`config.mk`:
```
export PLATFORM = sky130hd
export DESIGN_NAME = par_check_unpack
export DESIGN_NICKNAME = d
export VERILOG_FILES = /design/src/rtl/par_pkg.sv /design/src/rtl/par_lane_check.sv /design/src/rtl/par_check_unpack.sv
export SDC_FILE = /design/constraint.sdc
export NUM_CORES = 1
export LEC_CHECK = 0
export ABC_AREA = 1
export CAP_MARGIN = 10
export CORE_MARGIN = 4
export CORE_UTILIZATION = 35
export DETAILED_ROUTE_END_ITERATION = 16
export PLACE_DENSITY = 0.73
export SETUP_SLACK_MARGIN = 0.2
export SLEW_MARGIN = 40
export SYNTH_ARGS = -nofsm -noshare
export SYNTH_HDL_FRONTEND = slang
export SYNTH_SLANG_ARGS = --single-unit
```
`constraint.sdc`:
```
create_clock -name clk -period 1.5 [get_ports clk]
set_input_delay 0.15 -clock clk [delete_from_list [all_inputs] [get_ports clk]]
set_output_delay 0.15 -clock clk [all_outputs]
set_load 0.05 [all_outputs]
```
`src/rtl/par_pkg.sv`:
```
// Shared constants, types and reference parity helper for the receive-side
// parity checker.
package par_pkg;

  localparam int unsigned DEF_LANES = 4;
  localparam int unsigned DEF_W     = 8;

  typedef logic [DEF_LANES-1:0] lane_flags_t;

  typedef enum logic {RUN, HALT} state_e;

  // Per-lane parity mismatch for a default-geometry word.
  function automatic lane_flags_t lane_parity(
    input logic [DEF_LANES*DEF_W-1:0] data,
    input lane_flags_t                par,
    input logic                       odd
  );
    lane_flags_t res;
    res = '0;
    for (int unsigned i = 0; i < DEF_LANES; i++) begin
      res[i] = (^data[i*DEF_W +: DEF_W]) ^ par[i] ^ odd;
    end
    return res;
  endfunction

endpackage

```
`src/rtl/par_lane_check.sv`:
```
// Combinational parity-mismatch and all-ones detection for one byte lane.
module par_lane_check #(
  parameter int unsigned W   = 8,
  parameter bit          ODD = 1'b0
) (
  input  logic [W-1:0] lane,
  input  logic         par,
  output logic         perr,
  output logic         all_ones
);

  always_comb begin
    perr     = (^lane) ^ par ^ ODD;
    all_ones = &lane;
  end

endmodule

```
`src/rtl/par_check_unpack.sv`:
```
// Receive-side lane parity checker: one-stage registered output with
// handshakes, saturating error count, sticky flag and consecutive-error HALT.
module par_check_unpack
  import par_pkg::*;
#(
  parameter int unsigned LANES     = 4,
  parameter int unsigned W         = 8,
  parameter int unsigned CNT_W     = 16,
  parameter int unsigned ERR_LIMIT = 3,
  parameter bit          ODD       = 1'b0
) (
  input  logic                 clk,
  input  logic                 rst,
  input  logic                 in_valid,
  output logic                 in_ready,
  input  logic [LANES*W-1:0]   in_data,
  input  logic [LANES-1:0]     in_par,
  output logic                 out_valid,
  input  logic                 out_ready,
  output logic [LANES*W-1:0]   out_data,
  output logic [LANES-1:0]     out_perr,
  output logic [LANES-1:0]     out_all_ones,
  input  logic                 clr,
  output logic [CNT_W-1:0]     err_cnt,
  output logic                 err_sticky,
  output logic                 halted
);

  localparam int unsigned   CW      = $clog2(ERR_LIMIT + 1);
  localparam logic [CW-1:0] LIMIT   = CW'(ERR_LIMIT);
  localparam logic [CW-1:0] LAST_OK = CW'(ERR_LIMIT - 1);

  state_e           state, next_state;
  logic [CW-1:0]    cons_cnt;
  logic [LANES-1:0] perr, all_ones;
  logic             accept, word_err, count_err;

  for (genvar i = 0; i < LANES; i++) begin : g_lane
    par_lane_check #(
      .W   (W),
      .ODD (ODD)
    ) u_lane (
      .lane     (in_data[i*W +: W]),
      .par      (in_par[i]),
      .perr     (perr[i]),
      .all_ones (all_ones[i])
    );
  end

  always_comb begin
    next_state = state;
    in_ready   = (state == RUN) && (!out_valid || out_ready);
    accept     = in_valid && in_ready;
    word_err   = |perr;
    // A clear in the same cycle as an erroneous accept suppresses its accounting.
    count_err  = accept && word_err && !clr;
    if (clr) begin
      next_state = RUN;
    end else if (state == RUN && count_err && cons_cnt == LAST_OK) begin
      next_state = HALT;
    end
  end

  assign halted = (state == HALT);

  always_ff @(posedge clk) begin
    if (rst) begin
      state <= RUN;
    end else begin
      state <= next_state;
    end
  end

  always_ff @(posedge clk) begin
    if (rst || clr) begin
      cons_cnt   <= '0;
      err_cnt    <= '0;
      err_sticky <= 1'b0;
    end else if (accept) begin
      if (word_err) begin
        cons_cnt   <= (cons_cnt == LIMIT) ? LIMIT : cons_cnt + 1'b1;
        err_sticky <= 1'b1;
        if (err_cnt != '1) begin
          err_cnt <= err_cnt + 1'b1;
        end
      end else begin
        cons_cnt <= '0;
      end
    end
  end

  always_ff @(posedge clk) begin
    if (rst) begin
      out_valid    <= 1'b0;
      out_data     <= '0;
      out_perr     <= '0;
      out_all_ones <= '0;
    end else if (accept) begin
      out_valid    <= 1'b1;
      out_data     <= in_data;
      out_perr     <= perr;
      out_all_ones <= all_ones;
    end else if (out_ready) begin
      out_valid <= 1'b0;
    end
  end

endmodule

```
==> results.sh <==
export IMPL_yosysWarningCount=0
export IMPL_grt_max_degree=34
export IMPL_whs_ps=41.3
export IMPL_ys_seq_elements=61
export IMPL_setup_viol=4
export IMPL_fp_dieW_um=102
export IMPL_first_pass_iters=4
export IMPL_slew_headroom_pct=63.1
export IMPL_via_per_inst=5.16
export IMPL_cp_max_fo=4
export IMPL_portBuffers=100
export IMPL_ys_flop_type="dfxtp_1"
export IMPL_crit_type="reg -> reg"
export IMPL_place_gp_congestion=0.817
export IMPL_wl_met1_mm=4.76
export IMPL_fin_skew_ps=9.40
export IMPL_cts_root_buf="clkbuf_8"
export IMPL_syn_area_per_cell_sq_um=7.49
export IMPL_cts_sinks=61
export IMPL_r2r_end="err_cnt[12]"
export IMPL_clk_pin_slew_ps=70
export IMPL_antenna_cells=0
export IMPL_synth_top_family_by_area="simple AND/OR/NAND/NOR gates"
export IMPL_power_per_cell_area_mw_per_mm2=819
export IMPL_ys_types=27
export IMPL_clk_latency_ps=340
export IMPL_core_sq_mm=0.00838
export IMPL_stdcell_count=670
export IMPL_drtIter0Drc=128
export IMPL_syn_area_sq_mm=0.00309
export IMPL_period_share_pct=102
export IMPL_final_cell_area_sq_mm=0.00583
export IMPL_hp_class="in -> reg"
export IMPL_grt_overflow=0
export IMPL_finish_utilization_pct=69.5
export IMPL_wl_met2_mm=5.91
export IMPL_synth_edf_count=0
export IMPL_synth_nets=470
export IMPL_leakage_nw=2.63
export IMPL_die_h_um=102
export IMPL_numCtsBuffers=9
export IMPL_fmax_mhz=652
export IMPL_r2r_slack_ps=-30
export IMPL_drive_gt1_share_pct=63.0
export IMPL_cts_buffer_depth=2
export IMPL_cts_tree="done"
export IMPL_yosysSeqAreaShare_pct=39.6
export IMPL_crit_arrival_ps=1760
export IMPL_synth_cells=412
export IMPL_wl_met3_um=863
export IMPL_grt_use_total_pct=18.7
export IMPL_fin_crit_ps=1530
export IMPL_ioPinCount=101
export IMPL_status="complete, but fails checks"
export IMPL_cp_required_ps=1730
export IMPL_setup_ws_ps=-33.6
export IMPL_dp_cells=616
export IMPL_critPathLaunchType="flip-flop"
export IMPL_violations="negative setup slack"
export IMPL_fp_dieArea_sq_mm=0.0104
export IMPL_synthXorXnorAreaFrac_pct=4.54
export IMPL_vdd_drop_max_uv=603
export IMPL_grt_pass1_wl_mm=15.5
export IMPL_drc=0
export IMPL_muxShareOfSynthArea_pct=0
export IMPL_r2r_start="err_cnt[0]"
export IMPL_slew_violations=0
export IMPL_wl_per_cell_um=17.6
export IMPL_num_nets_final=618
export IMPL_synth_compound_area_share_pct=12.6
export IMPL_synth_simple_area_share_pct=28.7
export IMPL_routed_top_layer="met4"
export IMPL_synthAdderAreaFrac_pct=6.89
export IMPL_start_util_pct=36.8
export IMPL_rows=33
export IMPL_endpoint_kind="flip-flop"
export IMPL_num_vias=3458
export IMPL_reg2reg_depth=10
export IMPL_drv_cap=0
export IMPL_ys_async_sr_fraction_pct=0
export IMPL_worstSetupEndpoint="err_cnt[12]"
export IMPL_crit_start="err_cnt[0]"
export IMPL_area_delta_synth_final_pct=88.8
export IMPL_ant_nets=0
export IMPL_antenna_found_initial=0
export IMPL_placed_cell_area_sq_mm=0.00430
export IMPL_finalSetupTns_ps=-54.9
export IMPL_worst_pin_slew_ps=553
export IMPL_grt_pass1_vias=3328
export IMPL_post_dp_hpwl_mm=6.26
export IMPL_rsz0062_at_grt="yes"
export IMPL_drt_total_wl_mm=11.8
export IMPL_final_hold_viol_count=0
export IMPL_htree_levels=3
-- worst max-delay path, stage by stage (launching register included) --
cell	delay [ps]
dfxtp_4	370
ha_4	140
nand2_4	50
nand3b_4	190
nor2_8	140
buf_4	130
inv_2	30
nor3_4	130
nand3_2	90
nand2_1	70
a21oi_1	70
-- cells in the final DEF (no fill, tap or decap), types with 4 or more instances in the layout --
cell / instances
a21oi_1: 9
a21oi_2: 48
buf_12: 13
buf_2: 17
buf_4: 79
buf_6: 24
buf_8: 4
clkbuf_16: 7
clkbuf_8: 11
clkdlybuf4s50_1: 4
dfxtp_1: 43
dfxtp_2: 14
dfxtp_4: 4
ha_4: 17
inv_1: 23
inv_2: 11
nand2_1: 59
nand2_2: 34
nand2_4: 36
nand3_1: 7
nand3_4: 5
nand4_1: 21
nor2_1: 12
nor2_4: 5
o21ai_0: 6
xor2_1: 9
-- flip-flops by register name (all words and copies together), names as in the netlist --
name,cells
halted,1
out_perr,4
cons_cnt,2
err_cnt,16
err_sticky,1
out_data,32
out_all_ones,4
out_valid,1
-- logic make-up after synthesis --
kind of cell	count (synthesis)
simple gates	191
compound gates	70
flops	61
buf+inv	57
fa+ha+maj	17
xor+xnor	16
-- per-stage QoR --
step	power (mW)	setup WS [ps]
after floorplan	2.45	-110
after global placement	2.81	-524
after detailed placement	2.84	-579
after CTS	4.37	11.5
after global routing	4.96	-104
final	4.77	-33.6
-- power by group --
group	leakage (nW)	internal, mW	total, mW	switching (mW)
clock network	0.0921	0.683	1.38	0.697
registers	0.509	1.69	1.75	0.0540
logic	2.03	0.713	1.64	0.930
total	2.63	3.09	4.77	1.68
-- routing by layer --
layer / GRT usage [%] / vias to the layer above
met5: 0 / -
met1: 20.8 / 1659
met3: 6.21 / 22
li1: - / 1644
met2: 32.7 / 133
met4: 8.27 / 0
-- cell usage after synthesis (2+ instances only) --
cell type / n / area (sq um)
a21oi_1: 49 / 245
a21oi_2: 9 / 78.8
buf_2: 10 / 50.1
clkbuf_1: 11 / 41.3
dfxtp_1: 61 / 1220
ha_1: 17 / 213
inv_1: 29 / 109
inv_2: 6 / 22.5
nand2_1: 127 / 477
nand2_2: 2 / 12.5
nand3_1: 12 / 60.1
nand3_4: 2 / 35.0
nand3b_1: 3 / 22.5
nand4_1: 21 / 131
nor2_1: 17 / 63.8
nor3_1: 2 / 10.0
o21a_1: 2 / 15.0
o21ai_0: 9 / 45.0
xnor2_1: 5 / 43.8
xor2_1: 11 / 96.3
-- layout make-up --
type	count	area (sq um)
Fill cell	568	2550
Multi-Input combinational cell	295	2490
Timing Repair Buffer	157	1610
Sequential cell	61	1250
Clock buffer	12	155
Inverter	35	144
Tap cell	105	131
Clock inverter	4	22.5
Timing Repair inverter	1	16.3
-- timing repair --
action                                  CTS  global route
endpoints found under the setup margin   41            61
buffers inserted                         14            12
pin swaps                                33            99
hold buffers                              0             0
resized for setup                       171           198
gates cloned                              3             9
-- how the worst min path moves through the flow --
stage | from | to | slack (ps) | cells after the start
after floorplan | in_data[25] | out_data[25] | 290 | 2
after global placement | out_data[20] | out_data[20] | 450 | 2
after detailed placement | out_data[21] | out_data[21] | 460 | 2
after CTS | in_data[25] | out_data[25] | 50 | 3
after global routing | in_data[5] | out_data[5] | 30 | 3
final | in_data[4] | out_data[4] | 40 | 3
(Power assumes the default switching activity.)
==> edit, RTL diff (config.mk and constraints unchanged) <==
Make the reset (`rst`) asynchronous in 2 clocked blocks.
--- a/src/rtl/par_check_unpack.sv
+++ b/src/rtl/par_check_unpack.sv
@@ -63,7 +63,7 @@
 
   assign halted = (state == HALT);
 
-  always_ff @(posedge clk) begin
+  always_ff @(posedge clk or posedge rst) begin
     if (rst) begin
       state <= RUN;
     end else begin
@@ -89,7 +89,7 @@
     end
   end
 
-  always_ff @(posedge clk) begin
+  always_ff @(posedge clk or posedge rst) begin
     if (rst) begin
       out_valid    <= 1'b0;
       out_data     <= '0;
Behaviour: differs if rst is asserted again (counterexample within 4 cycles, from zero or initial values and one cycle with rst high); with rst held inactive, the same outputs for 10 cycles.
==> edit against the original RTL <==
Synthesized area grew 3.6%. Die area rose by 3.3%. Non-clock buffer count shrank 21. Sequential cell count unchanged. Clock skew is 0.0030 ns lower. Sequential share of layout area rose by 6.8 points. Final area fell by 11%. Setup slack better by 0.046 ns. Wire length is 15% lower. Power rose by 16%.
==> edit: results (changes against the original RTL) <==
Outcome
  – Status: completed (was complete, but fails checks)

Power and ir drop
  – VDD IR max: 0.000726 V (was 0.000603 V)
  – Leak Pwr: 2.47 nW (was 2.63 nW)

Logic synthesis
  – Post-synthesis sequential area ratio: 44.8% (was 39.6%)
  – Leading post-synthesis cells by cell area: dfrtp_1 33%, nand2_1 21%, dfxtp_1 12% (was dfxtp_1 40%, nand2_1 15%, a21oi_1 7.9%)
  – Asr flop ratio synth: 68.9% (was 0%)
  – Main flop type after synthesis: dfrtp_1 (was dfxtp_1)
  – Net Count, Synth: 472 (was 470)
  – Netlist cell types: 28 (was 27)

Global routing
  – Total global routing track utilization: 18.0% (was 18.7%)
  – Initial antenna violation count: 1 (was 0)
  – First-pass GRT wire length: 16000 um (was 15500 um)
  – Largest net degree at the start of global routing: 50 (was 34)

Detailed routing
  – WL final: 9970 um (was 11800 um)
  – Total number of vias: 3274 (was 3458)

Timing
  – Slew HR: 80.9% (was 63.1%)
  – Setup Skew: 0.00637 ns (was 0.00940 ns)

Setup path
  – Worst Reg-to-Reg Cells: 6 (was 10)
  – Crit Reg-Reg Endpoint: err_cnt[4] (was err_cnt[12])
  – Worst stage delay on the critical path: 0.40 ns (was 0.37 ns)
  – Critical path fanouts, max: 8 (was 4)
  – Reg2reg start: err_cnt[5] (was err_cnt[0])

Placement
  – Gpl congestion: 0.839 (was 0.817)

Min path
  – Worst hold start: in_data[24] (was in_data[4])

Cells and area
  – Fill cells: 735 (was 568)
  – Final layout net count: 606 (was 618)
==> edit: metrics by stage <==
step / setup WS [ns] / cell area (um2) / std cells / hold WS [ns] / utilization (%)
5_1_grt: -0.0744 / 5180 / 662 / 0.00562 / 58.8
4_1_cts: 0.0678 / 4980 / 658 / 0.00840 / 56.5
3_3_place_gp: -0.573 / 4410 / 630 / 0.457 / 50.1
6_report: 0.0123 / 5180 / 662 / 0.0141 / 58.8
2_1_floorplan: -0.142 / 3290 / 414 / 0.209 / -
3_5_place_dp: -0.648 / 4410 / 630 / 0.469 / 50.1
==> edit: logic make-up (layout without fill, tap and decap cells) <==
logic type,Yosys count,after routing,share of synthesized area (%)
buffers and inverters,49,186,6.58
XOR/XNOR,16,16,4.39
AO/OA/AOI/OAI,25,25,4.03
other,0,1,0
adder cells (fa/ha/maj),17,17,6.66
flip-flops,61,61,44.8
AND/OR/NAND/NOR,246,248,33.6
==> edit: per-layer routing <==
| metal | share of wire [%] | up-vias | GRT usage, % |
|---|---|---|---|
| li1 | - | 1599 | - |
| met1 | 42 | 1551 | 22.3 |
| met2 | 49 | 95 | 29.7 |
| met3 | 4.5 | 29 | 3.36 |
| met4 | 3.7 | 0 | 9.78 |
| met5 | 0 | - | 0 |
==> edit: power by group <==
part           internal, mW  switching (mW)
sequential             1.80           0.108
combinational         0.726            1.26
clock                 0.932           0.685
total                  3.46            2.05
==> edit: critical path: cells and delay by family, from the launching register on <==
kind,cells,cell delay (ns)
simple gates,4,0.66
flops,1,0.40
buf+inv,1,0.24
compound gates,1,0.08
==> edit: final cells by class <==
class / count / area, um2 / share of cell area (%)
Antenna cell: 1 / 2.50 / 0.0483
Clock buffer: 10 / 128 / 2.46
Clock inverter: 6 / 87.6 / 1.69
Inverter: 34 / 140 / 2.71
Multi-Input combinational cell: 306 / 2030 / 39.3
Sequential cell: 61 / 1460 / 28.3
Tap cell: 108 / 135 / 2.61
Timing Repair Buffer: 136 / 1190 / 22.9
==> edit: what timing repair did <==
| action | in CTS | in global routing |
|---|---|---|
| setup buffers | 8 | 2 |
| cloned | 4 | 1 |
| gates resized for setup | 164 | 65 |
| setup endpoints to repair | 21 | 37 |
| pin swaps | 54 | 46 |
| hold endpoints to repair | 0 | 0 |
==> edit: worst max-delay path by stage <==
stage | from | endpoint | slack [ns] | depth (start not counted)
after floorplan | out_valid | err_cnt[11] | -0.14 | 6
after global placement | in_data[24] | err_cnt[8] | -0.57 | 15
after detailed placement | in_data[29] | err_cnt[1] | -0.65 | 15
after CTS | err_cnt[0] | err_cnt[2] | 0.07 | 7
after global routing | err_cnt[13] | err_cnt[4] | -0.07 | 6
final | err_cnt[5] | err_cnt[4] | 0.01 | 6
